[src/rtl/cheshire_pkg.sv]
// Shared types for the CVA6 DMR recovery controller: per-pair state encoding,
// registered output bundle and the state-to-output decode.
package cheshire_pkg;

    localparam int unsigned ErrCntW = 8;

    typedef enum logic [2:0] {
        IDLE    = 3'd0,
        DRAIN   = 3'd1,
        SETBACK = 3'd2,
        RESUME  = 3'd3,
        FAILED  = 3'd4
    } dmr_rec_state_e;

    typedef struct packed {
        logic bus_block;
        logic setback;
        logic recovering;
        logic failed;
    } dmr_rec_out_t;

    // Output levels that belong to a state; loaded alongside every state change.
    function automatic dmr_rec_out_t dmr_rec_outputs(input dmr_rec_state_e state);
        dmr_rec_out_t o;
        o.bus_block  = (state != IDLE);
        o.setback    = (state == SETBACK) || (state == FAILED);
        o.recovering = (state == DRAIN) || (state == SETBACK) || (state == RESUME);
        o.failed     = (state == FAILED);
        return o;
    endfunction

endpackage

[src/rtl/cva6_dmr_pair_fsm.sv]
// Recovery sequencer for one lockstepped core pair: outstanding AXI tracking,
// drain/setback/resume sequencing, retry guard window and sticky failure.
module cva6_dmr_pair_fsm
    import cheshire_pkg::*;
#(
    parameter int unsigned MaxOutstanding = 16,
    parameter int unsigned DrainTimeout   = 1024,
    parameter int unsigned SetbackCycles  = 4,
    parameter int unsigned GuardCycles    = 256,
    parameter int unsigned MaxRetries     = 3
) (
    input  logic               i_clk,
    input  logic               i_rst,
    input  logic               i_dmr_error,
    input  logic               i_aw_fire,
    input  logic               i_ar_fire,
    input  logic               i_b_fire,
    input  logic               i_r_last_fire,
    input  logic               i_clear,
    output logic               o_bus_block,
    output logic               o_setback,
    output logic               o_recovering,
    output logic               o_failed,
    output logic [ErrCntW-1:0] o_err_count
);

    localparam int unsigned CntW   = $clog2(MaxOutstanding + 1);
    localparam int unsigned SumW   = CntW + 2;
    localparam int unsigned DrainW = $clog2(DrainTimeout + 1);
    localparam int unsigned SbW    = (SetbackCycles > 1) ? $clog2(SetbackCycles) : 1;
    localparam int unsigned GuardW = (GuardCycles > 0) ? $clog2(GuardCycles + 1) : 1;
    localparam int unsigned RetryW = $clog2(MaxRetries + 2);

    dmr_rec_state_e      r_state;
    dmr_rec_out_t        r_out;
    logic [CntW-1:0]     r_cnt;
    logic                r_proto_err;
    logic [DrainW-1:0]   r_drain_tmr;
    logic [SbW-1:0]      r_sb_tmr;
    logic [GuardW-1:0]   r_guard;
    logic [RetryW-1:0]   r_retries;
    logic [ErrCntW-1:0]  r_err_cnt;

    logic [1:0]          w_inc;
    logic [1:0]          w_dec;
    logic [SumW-1:0]     w_up;
    logic [CntW-1:0]     w_cnt_next;
    logic                w_clamp;
    logic [RetryW-1:0]   w_retries_new;

    // Next outstanding count, clamped to [0, MaxOutstanding]; clamping marks a protocol error.
    always_comb begin
        w_inc      = 2'(i_aw_fire) + 2'(i_ar_fire);
        w_dec      = 2'(i_b_fire) + 2'(i_r_last_fire);
        w_up       = SumW'(r_cnt) + SumW'(w_inc);
        w_cnt_next = r_cnt;
        w_clamp    = 1'b0;
        if (w_up < SumW'(w_dec)) begin
            w_cnt_next = '0;
            w_clamp    = 1'b1;
        end else if ((w_up - SumW'(w_dec)) > SumW'(MaxOutstanding)) begin
            w_cnt_next = CntW'(MaxOutstanding);
            w_clamp    = 1'b1;
        end else begin
            w_cnt_next = CntW'(w_up - SumW'(w_dec));
        end
    end

    assign w_retries_new = (r_guard != '0) ? (r_retries + RetryW'(1)) : RetryW'(1);

    always_ff @(posedge i_clk) begin
        if (i_rst) begin
            r_cnt       <= '0;
            r_proto_err <= 1'b0;
        end else begin
            r_cnt <= w_cnt_next;
            if (i_clear) begin
                r_proto_err <= 1'b0;
            end else if (w_clamp) begin
                r_proto_err <= 1'b1;
            end
        end
    end

    always_ff @(posedge i_clk) begin
        if (i_rst) begin
            r_state     <= IDLE;
            r_out       <= '0;
            r_drain_tmr <= '0;
            r_sb_tmr    <= '0;
            r_guard     <= '0;
            r_retries   <= '0;
            r_err_cnt   <= '0;
        end else begin
            unique case (r_state)
                IDLE: begin
                    if (r_guard != '0) begin
                        r_guard <= r_guard - GuardW'(1);
                    end
                    if (i_dmr_error) begin
                        if (r_err_cnt != '1) begin
                            r_err_cnt <= r_err_cnt + ErrCntW'(1);
                        end
                        r_retries   <= w_retries_new;
                        r_drain_tmr <= '0;
                        if (w_retries_new > RetryW'(MaxRetries)) begin
                            r_state <= FAILED;
                            r_out   <= dmr_rec_outputs(FAILED);
                        end else begin
                            r_state <= DRAIN;
                            r_out   <= dmr_rec_outputs(DRAIN);
                        end
                    end
                end
                // An empty pipeline beats the timeout when both land on the same cycle.
                DRAIN: begin
                    if (r_proto_err) begin
                        r_state <= FAILED;
                        r_out   <= dmr_rec_outputs(FAILED);
                    end else if (w_cnt_next == '0) begin
                        r_sb_tmr <= '0;
                        r_state  <= SETBACK;
                        r_out    <= dmr_rec_outputs(SETBACK);
                    end else if (r_drain_tmr == DrainW'(DrainTimeout)) begin
                        r_state <= FAILED;
                        r_out   <= dmr_rec_outputs(FAILED);
                    end else begin
                        r_drain_tmr <= r_drain_tmr + DrainW'(1);
                    end
                end
                SETBACK: begin
                    if (r_sb_tmr == SbW'(SetbackCycles - 1)) begin
                        r_state <= RESUME;
                        r_out   <= dmr_rec_outputs(RESUME);
                    end else begin
                        r_sb_tmr <= r_sb_tmr + SbW'(1);
                    end
                end
                RESUME: begin
                    r_guard <= GuardW'(GuardCycles);
                    r_state <= IDLE;
                    r_out   <= dmr_rec_outputs(IDLE);
                end
                FAILED: begin
                    if (i_clear) begin
                        r_retries <= '0;
                        r_guard   <= '0;
                        r_state   <= IDLE;
                        r_out     <= dmr_rec_outputs(IDLE);
                    end
                end
                default: begin
                    r_state <= IDLE;
                    r_out   <= dmr_rec_outputs(IDLE);
                end
            endcase
        end
    end

    assign o_bus_block  = r_out.bus_block;
    assign o_setback    = r_out.setback;
    assign o_recovering = r_out.recovering;
    assign o_failed     = r_out.failed;
    assign o_err_count  = r_err_cnt;

endmodule

[src/rtl/cva6_dmr_recovery_ctrl.sv]
// DMR mismatch recovery controller: one independent sequencer per core pair,
// with a shared interrupt raised while any pair is in sticky failure.
module cva6_dmr_recovery_ctrl
    import cheshire_pkg::*;
#(
    parameter int unsigned NumPairs       = 1,
    parameter int unsigned MaxOutstanding = 16,
    parameter int unsigned DrainTimeout   = 1024,
    parameter int unsigned SetbackCycles  = 4,
    parameter int unsigned GuardCycles    = 256,
    parameter int unsigned MaxRetries     = 3
) (
    input  logic                              clk_i,
    input  logic                              rst_i,
    input  logic [NumPairs-1:0]               dmr_error_i,
    input  logic [NumPairs-1:0]               aw_fire_i,
    input  logic [NumPairs-1:0]               ar_fire_i,
    input  logic [NumPairs-1:0]               b_fire_i,
    input  logic [NumPairs-1:0]               r_last_fire_i,
    input  logic [NumPairs-1:0]               clear_i,
    output logic [NumPairs-1:0]               bus_block_o,
    output logic [NumPairs-1:0]               setback_o,
    output logic [NumPairs-1:0]               recovering_o,
    output logic [NumPairs-1:0]               failed_o,
    output logic                              irq_o,
    output logic [NumPairs-1:0][ErrCntW-1:0]  err_count_o
);

    for (genvar g = 0; g < NumPairs; g++) begin : gen_pair
        cva6_dmr_pair_fsm #(
            .MaxOutstanding (MaxOutstanding),
            .DrainTimeout   (DrainTimeout),
            .SetbackCycles  (SetbackCycles),
            .GuardCycles    (GuardCycles),
            .MaxRetries     (MaxRetries)
        ) u_pair (
            .i_clk         (clk_i),
            .i_rst         (rst_i),
            .i_dmr_error   (dmr_error_i[g]),
            .i_aw_fire     (aw_fire_i[g]),
            .i_ar_fire     (ar_fire_i[g]),
            .i_b_fire      (b_fire_i[g]),
            .i_r_last_fire (r_last_fire_i[g]),
            .i_clear       (clear_i[g]),
            .o_bus_block   (bus_block_o[g]),
            .o_setback     (setback_o[g]),
            .o_recovering  (recovering_o[g]),
            .o_failed      (failed_o[g]),
            .o_err_count   (err_count_o[g])
        );
    end

    // Interrupt mirrors the per-pair sticky failure flops.
    assign irq_o = |failed_o;

endmodule

[config.mk]
export PLATFORM = sky130hd
export DESIGN_NAME = cva6_dmr_recovery_ctrl
export DESIGN_NICKNAME = d
export VERILOG_FILES = /design/src/rtl/cheshire_pkg.sv /design/src/rtl/cva6_dmr_pair_fsm.sv /design/src/rtl/cva6_dmr_recovery_ctrl.sv
export SDC_FILE = /design/constraint.sdc
export NUM_CORES = 1
export LEC_CHECK = 0
export CORE_MARGIN = 3
export CORE_UTILIZATION = 54
export DETAILED_ROUTE_END_ITERATION = 16
export PLACE_DENSITY = 0.86
export SYNTH_ARGS = -nofsm -noshare
export SYNTH_HDL_FRONTEND = slang
export SYNTH_SLANG_ARGS = --single-unit
export TNS_END_PERCENT = 10
[constraint.sdc]
create_clock -name clk_i -period 4.9 [get_ports clk_i]
set_input_delay 0.98 -clock clk_i [delete_from_list [all_inputs] [get_ports clk_i]]
set_output_delay 0.98 -clock clk_i [all_outputs]
set_load 0.01 [all_outputs]
* Word-level counts from Yosys, hierarchy flattened *
Index checks and enable logic that the tools add are counted.
Widths: inputs -> output; s select.

cells by class
  order comparisons = 3
  reductions and logical operators = 14
  add/subtract/negate cells = 9
  multiplexer cells = 35
  equal/unequal tests = 17

operators by type and width
  kind                   number
  $mux 11                4
  $mux 3                 10
  $pmux 9 s3             1
  $mux 4                 6
  $pmux 11 s2            1
  $mux 9                 2
  $pmux 4 s4             1
  $ne 2x2->1 const B     6
  $pmux 3 s4             1
  $add 11x1->11 const B  1
  $eq 11x11->1 const B   1
  $mux 5                 2
  $reduce_and 3->1       3
  $reduce_bool 9->1      1
  $sub 9x1->9 const B    1
  $add 8x1->8 const B    1
  $ne 8x8->1 const B     1
  $reduce_and 4->1       2
  $gt 7x5->1 const B     1
  $lt 7x2->1             1
  $sub 7x2->7            1
  $add 5x2->6            1
  $eq 3x2->1 const B     2
  $mux 2                 3
  other kinds (18)       24

word-level totals
  word-level logic and storage cells = 90
  bits in registers = 46
  output and inout bits = 13

* Logic depth before layout (Yosys ltp) *
  word-level depth = 10
  depth in mapped cells = 14
  depth with buffers taken out = 13

* Modules after synthesis *
Synthesis repeated with hierarchy kept, for this count alone.

unflattened totals
  cell total of the unflattened synthesis = 326
  area total of the unflattened synthesis = 2671.3 sq um

by module, submodules not included
  module                  cells each  instances  seq. area each (sq um)  area each (sq um)
  cva6_dmr_pair_fsm       325         1          900.9                   2663.8
  cva6_dmr_recovery_ctrl  1           1          0.0                     7.5

* Worst setup path after synthesis *
Ideal clock, no wire load.

  kind = input to register
  start point = input port aw_fire_i
  end point = register gen_pair[0].u_pair.r_out (netlist bit gen_pair[0].u_pair.o_recovering)
  slack = 0.843 ns
  required time = 4.783 ns
  setup time = 0.117 ns
  arrival = 3.940 ns
  cell stages on the path = 13
  cell sequence = inv_1 fa_1 inv_1 ha_1 fa_1 o21a_1 o32ai_2 xor2_1 a21oi_1 a22o_1 buf_2 a31o_2 a32o_1

between the ends
  word-level cells in the longest chain between the ends = 10
  elaborated cells between the ends (all ways) = 13
  those cells by class = add/sub: 3; order compare: 2; eq/ne: 1; mux: 5; reduce/logical: 2

RTL lines
  item                  line                          RTL
  start, declared       cva6_dmr_recovery_ctrl.sv:16  input logic [NumPairs-1:0] aw_fire_i,
  $add 1x1->2 *         cva6_dmr_pair_fsm.sv:53       w_inc = 2'(i_aw_fire) + 2'(i_ar_fire);
  $add 5x2->6 *         cva6_dmr_pair_fsm.sv:55       w_up = SumW'(r_cnt) + SumW'(w_inc);
  $sub 7x2->7           cva6_dmr_pair_fsm.sv:61       end else if ((w_up - SumW'(w_dec)) > SumW'(MaxOutstanding)) begin
  $gt 7x5->1            cva6_dmr_pair_fsm.sv:61
  $mux 5                cva6_dmr_pair_fsm.sv:61
  $mux 5 *              cva6_dmr_pair_fsm.sv:58       if (w_up < SumW'(w_dec)) begin
  $logic_not 5->1 *     cva6_dmr_pair_fsm.sv:120      end else if (w_cnt_next == '0) begin
  $mux 4                cva6_dmr_pair_fsm.sv:120
  $mux 4                cva6_dmr_pair_fsm.sv:117      if (r_proto_err) begin
  $pmux 4 s4            cva6_dmr_pair_fsm.sv:95       unique case (r_state)
  end signal, assigned  cva6_dmr_pair_fsm.sv:119      r_out <= dmr_rec_outputs(FAILED);
  end signal, assigned  cva6_dmr_pair_fsm.sv:123      r_out <= dmr_rec_outputs(SETBACK);
  end signal, assigned  cva6_dmr_pair_fsm.sv:126      r_out <= dmr_rec_outputs(FAILED);
  end, declared         cva6_dmr_pair_fsm.sv:35       dmr_rec_out_t r_out;

Every way passes the cells marked *; elsewhere a longest branch is shown, timed or not.
A chain may end at the register's enable or synchronous reset.

* Worst setup path in the final report *
  start point = input port aw_fire_i
  end point = register gen_pair[0].u_pair.r_drain_tmr[1]

between the ends
  word-level cells in the longest chain between the ends = 9
  elaborated cells between the ends (all ways) = 10
  those cells by class = add/sub: 3; order compare: 2; eq/ne: 1; mux: 2; reduce/logical: 2

RTL lines
  item                                 line                      RTL
  $add 1x1->2 *                        cva6_dmr_pair_fsm.sv:53
  $add 5x2->6 *                        cva6_dmr_pair_fsm.sv:55
  $sub 7x2->7                          cva6_dmr_pair_fsm.sv:61
  $gt 7x5->1                           cva6_dmr_pair_fsm.sv:61
  $mux 5                               cva6_dmr_pair_fsm.sv:61
  $mux 5 *                             cva6_dmr_pair_fsm.sv:58
  $logic_not 5->1 *                    cva6_dmr_pair_fsm.sv:120
  $ne 2x2->1 (no source line) *        --
  $reduce_and 5->1 (no source line) *  --
  end signal, assigned                 cva6_dmr_pair_fsm.sv:128  r_drain_tmr <= r_drain_tmr + DrainW'(1);
  end, declared                        cva6_dmr_pair_fsm.sv:38   logic [DrainW-1:0] r_drain_tmr;

Marked as above.

==> flow_metrics.tcl <==
set metrics [dict create \
    place_congestion 0.877 \
    htree_levels 2 \
    synth_edf_count 0 \
    pwr-share-comb_pct 50.8 \
    postCtsSetupRepairBufs 0 \
    max_freq_ghz 0.223 \
    endpoint_kind "flip-flop" \
    period_share_pct 91.7 \
    drt_iter0_markers 153 \
    netlist_top_cells_count "dfxtp_1 (45), nor2_1 (35), nand2_1 (25)" \
    wl_mm 4.88 \
    firstDrtPassIters 5 \
    pre_cts_slack_ps 132 \
    syn_avg_cell_area_sq_um 8.36 \
    worstSetupStartpointType "primary input" \
    ys_warn_count 0 \
    grt-ovfl-total 0 \
    internal_power_mw 0.991 \
    slew_headroom_pct 48.1 \
    cts_tree "done" \
    min_path_cells 2 \
    hold_viol_final 0 \
    worst_ep_arrival_time_ps 4700 \
    clock_latency_ps 300 \
    vdd_ir_drop_max_uv 287 \
    crit_required_ps 5110 \
    fin_cells 374 \
    finalMaxSlewViolations 0 \
    hpwlAfterDp_mm 3.66 \
    hold_start "gen_pair[0].u_pair.o_bus_block" \
    start_util_pct 57.0 \
    netlist.top_cell.by_area "dfxtp_1" \
    rsz0062_at_grt "false" \
    drc 0 \
    maxCapViolations 0 \
    r2r_start "gen_pair[0].u_pair.r_cnt[0]" \
    async_flop_share_pct 0 \
    rows 24 \
    portBuffers 20 \
    fin_skew_ps 5.21 \
    setup_viol 0 \
    grt_max_degree 22 \
    ff2ff_setup_slack_ps 1290 \
    dieArea_sq_um 5550 \
    clock_sinks 45 \
    synth_top_cell_area_share_pct 35.6 \
    cts_buffers 5 \
    die_y_um 74.5 \
    power_leakage_nw 1.07 \
    drive_gt1_share_pct 5.59 \
    synth_top_flop_cell "dfxtp_1" \
    cts_root_buffer "clkbuf_8" \
    netSwitchingPower_mw 0.700 \
    stdcell_area_sq_um 2880 \
    yosysUniqueCellTypes 58 \
    holdBufCountCts 0 \
    vias_per_cell 5.86 \
    wl_per_cell_um 13.0 \
    r2r_cells 12 \
    grt_pass1_vias 1932 \
    clk_path_buf_depth 2 \
    post-synth-top-count-cell "dfxtp_1" \
    dp.cells 366 \
    yosysSeqAreaShare_pct 35.6 \
    syn2layout_area_growth_pct 13.8 \
    nNetsFinal 341 \
    post_dp_cell_area_sq_um 2760 \
    synth.net_count 323 \
    ant_nets 0 \
    core_area_sq_um 4440 \
    synth-seq-cells 45 \
    crit_type "in2reg" \
    p_sw_share_pct 41.4 \
    period_minus_slack_ps 4490 \
    p_clk_share_pct 17.3 \
    p_per_area_nw_per_um2 587 \
    die_width_um 74.5 \
    syn_inst 303 \
    ctsResizeCount 0 \
    critical_path.max_fanout 11 \
    setup_ws_ps 409 \
    status "complete, no violations" \
    grt_first_pass_wirelength_mm 8.31 \
    grt_antenna_before_repair 0 \
    whs_endpoint "gen_pair[0].u_pair.o_bus_block" \
    hold_path.class "reg2reg" \
    netlist_area_sq_um 2530 \
    r2r-end "gen_pair[0].u_pair.r_drain_tmr[1]" \
    num_vias 2192 \
    p_seq_share_pct 31.9 \
    worstMarginPinSlew_ps 777 \
    io_pins 21 \
    track_usage_pct 18.7 \
    synth.area.top_cells "dfxtp_1 (36%), nor2_1 (5.2%), ha_1 (4.9%), xnor2_1 (3.8%), a21oi_1 (3.8%)" \
    diodes 0 \
    fin_setup_tns_ps 0 \
    path_clk_slew_ps 90 \
]
## metrics by stage
| step | power [mW] | hold WS [ps] | utilization (%) |
|---|---|---|---|
| floorplan | 1.22 | 452 | - |
| global route | 1.82 | 519 | 64.8 |
| finish | 1.69 | 484 | 64.8 |
| detailed placement | 1.40 | 474 | 62.1 |
| CTS | 1.70 | 486 | 64.8 |
| global placement | 1.37 | 464 | 62.1 |
## worst max-delay path, stage by stage
cell	delay, ps
clkdlybuf4s50_1	450
inv_1	50
fa_1	460
inv_1	90
ha_1	270
fa_1	520
o21a_1	230
o32ai_2	100
xor2_1	410
a211o_1	180
a22o_1	340
or4b_1	470
a31oi_1	160
## layout make-up
class | instances | area, sq um
flip-flops and latches | 45 | 901
clock buffers | 6 | 82.6
inverters | 16 | 60.1
fillers | 368 | 1560
well taps | 52 | 65.1
repair buffers | 21 | 208
multi-input cells | 232 | 1530
clock inverters | 2 | 37.5
## registers in the layout (all words and copies together), names as in the netlist
register                      count
gen_pair.u_pair.o_bus_block       1
gen_pair.u_pair.o_err_count       8
gen_pair.u_pair.o_failed          1
gen_pair.u_pair.o_recovering      1
gen_pair.u_pair.o_setback         1
gen_pair.u_pair.r_cnt             5
gen_pair.u_pair.r_drain_tmr      11
gen_pair.u_pair.r_guard           9
gen_pair.u_pair.r_proto_err       1
gen_pair.u_pair.r_retries         3
gen_pair.u_pair.r_sb_tmr          2
gen_pair.u_pair.r_state           2
## layer usage
| layer | up-vias | track usage [%] | part of all wire [%] |
|---|---|---|---|
| li1 | 1116 | - | - |
| met5 | - | 0 | 0 |
| met4 | 0 | 5.73 | 0.92 |
| met2 | 57 | 30.2 | 47 |
| met1 | 1012 | 24.7 | 47 |
| met3 | 7 | 4.73 | 5.0 |
## logic make-up after synthesis
logic type      after synthesis  synth area share [%]
simple gates                127                  25.8
compound gates               69                  19.1
mux                           5                  2.03
fa+ha+maj                    12                  6.52
xor+xnor                     19                  6.87
buf+inv                      26                  4.10
flops                        45                  35.6
## power groups by stage
stage	registers (mW)	logic, mW	clock network (mW)
5_1_grt	0.554	0.961	0.309
3_5_place_dp	0.545	0.856	0
4_1_cts	0.538	0.859	0.300
2_1_floorplan	0.516	0.703	0
3_3_place_gp	0.542	0.829	0
6_report	0.539	0.860	0.292
## worst max path at each step
stage / from / to / slack, ps
3_5_place_dp: aw_fire_i / gen_pair[0].u_pair.r_drain_tmr[1] / 130
4_1_cts: aw_fire_i / gen_pair[0].u_pair.r_drain_tmr[1] / 420
6_report: aw_fire_i / gen_pair[0].u_pair.r_drain_tmr[1] / 410
5_1_grt: aw_fire_i / gen_pair[0].u_pair.r_drain_tmr[1] / 270
3_3_place_gp: aw_fire_i / gen_pair[0].u_pair.r_drain_tmr[1] / 220
2_1_floorplan: aw_fire_i / gen_pair[0].u_pair.o_recovering / 840
## placed cells by master, fill, tap and decap left out, types with 4 or more instances in the layout
master,count
ha_1,10
clkdlybuf4s50_1,20
a31oi_1,5
nand4_1,6
and3_1,6
or3_1,14
o21ai_0,16
nand2b_1,6
xor2_1,7
nor3_1,7
inv_1,14
nor2_1,35
nand2_1,25
a21oi_1,19
mux2i_1,4
xnor2_1,11
clkbuf_8,6
dfxtp_1,45
nand3_1,9
Power figures use the tool's default switching activity.
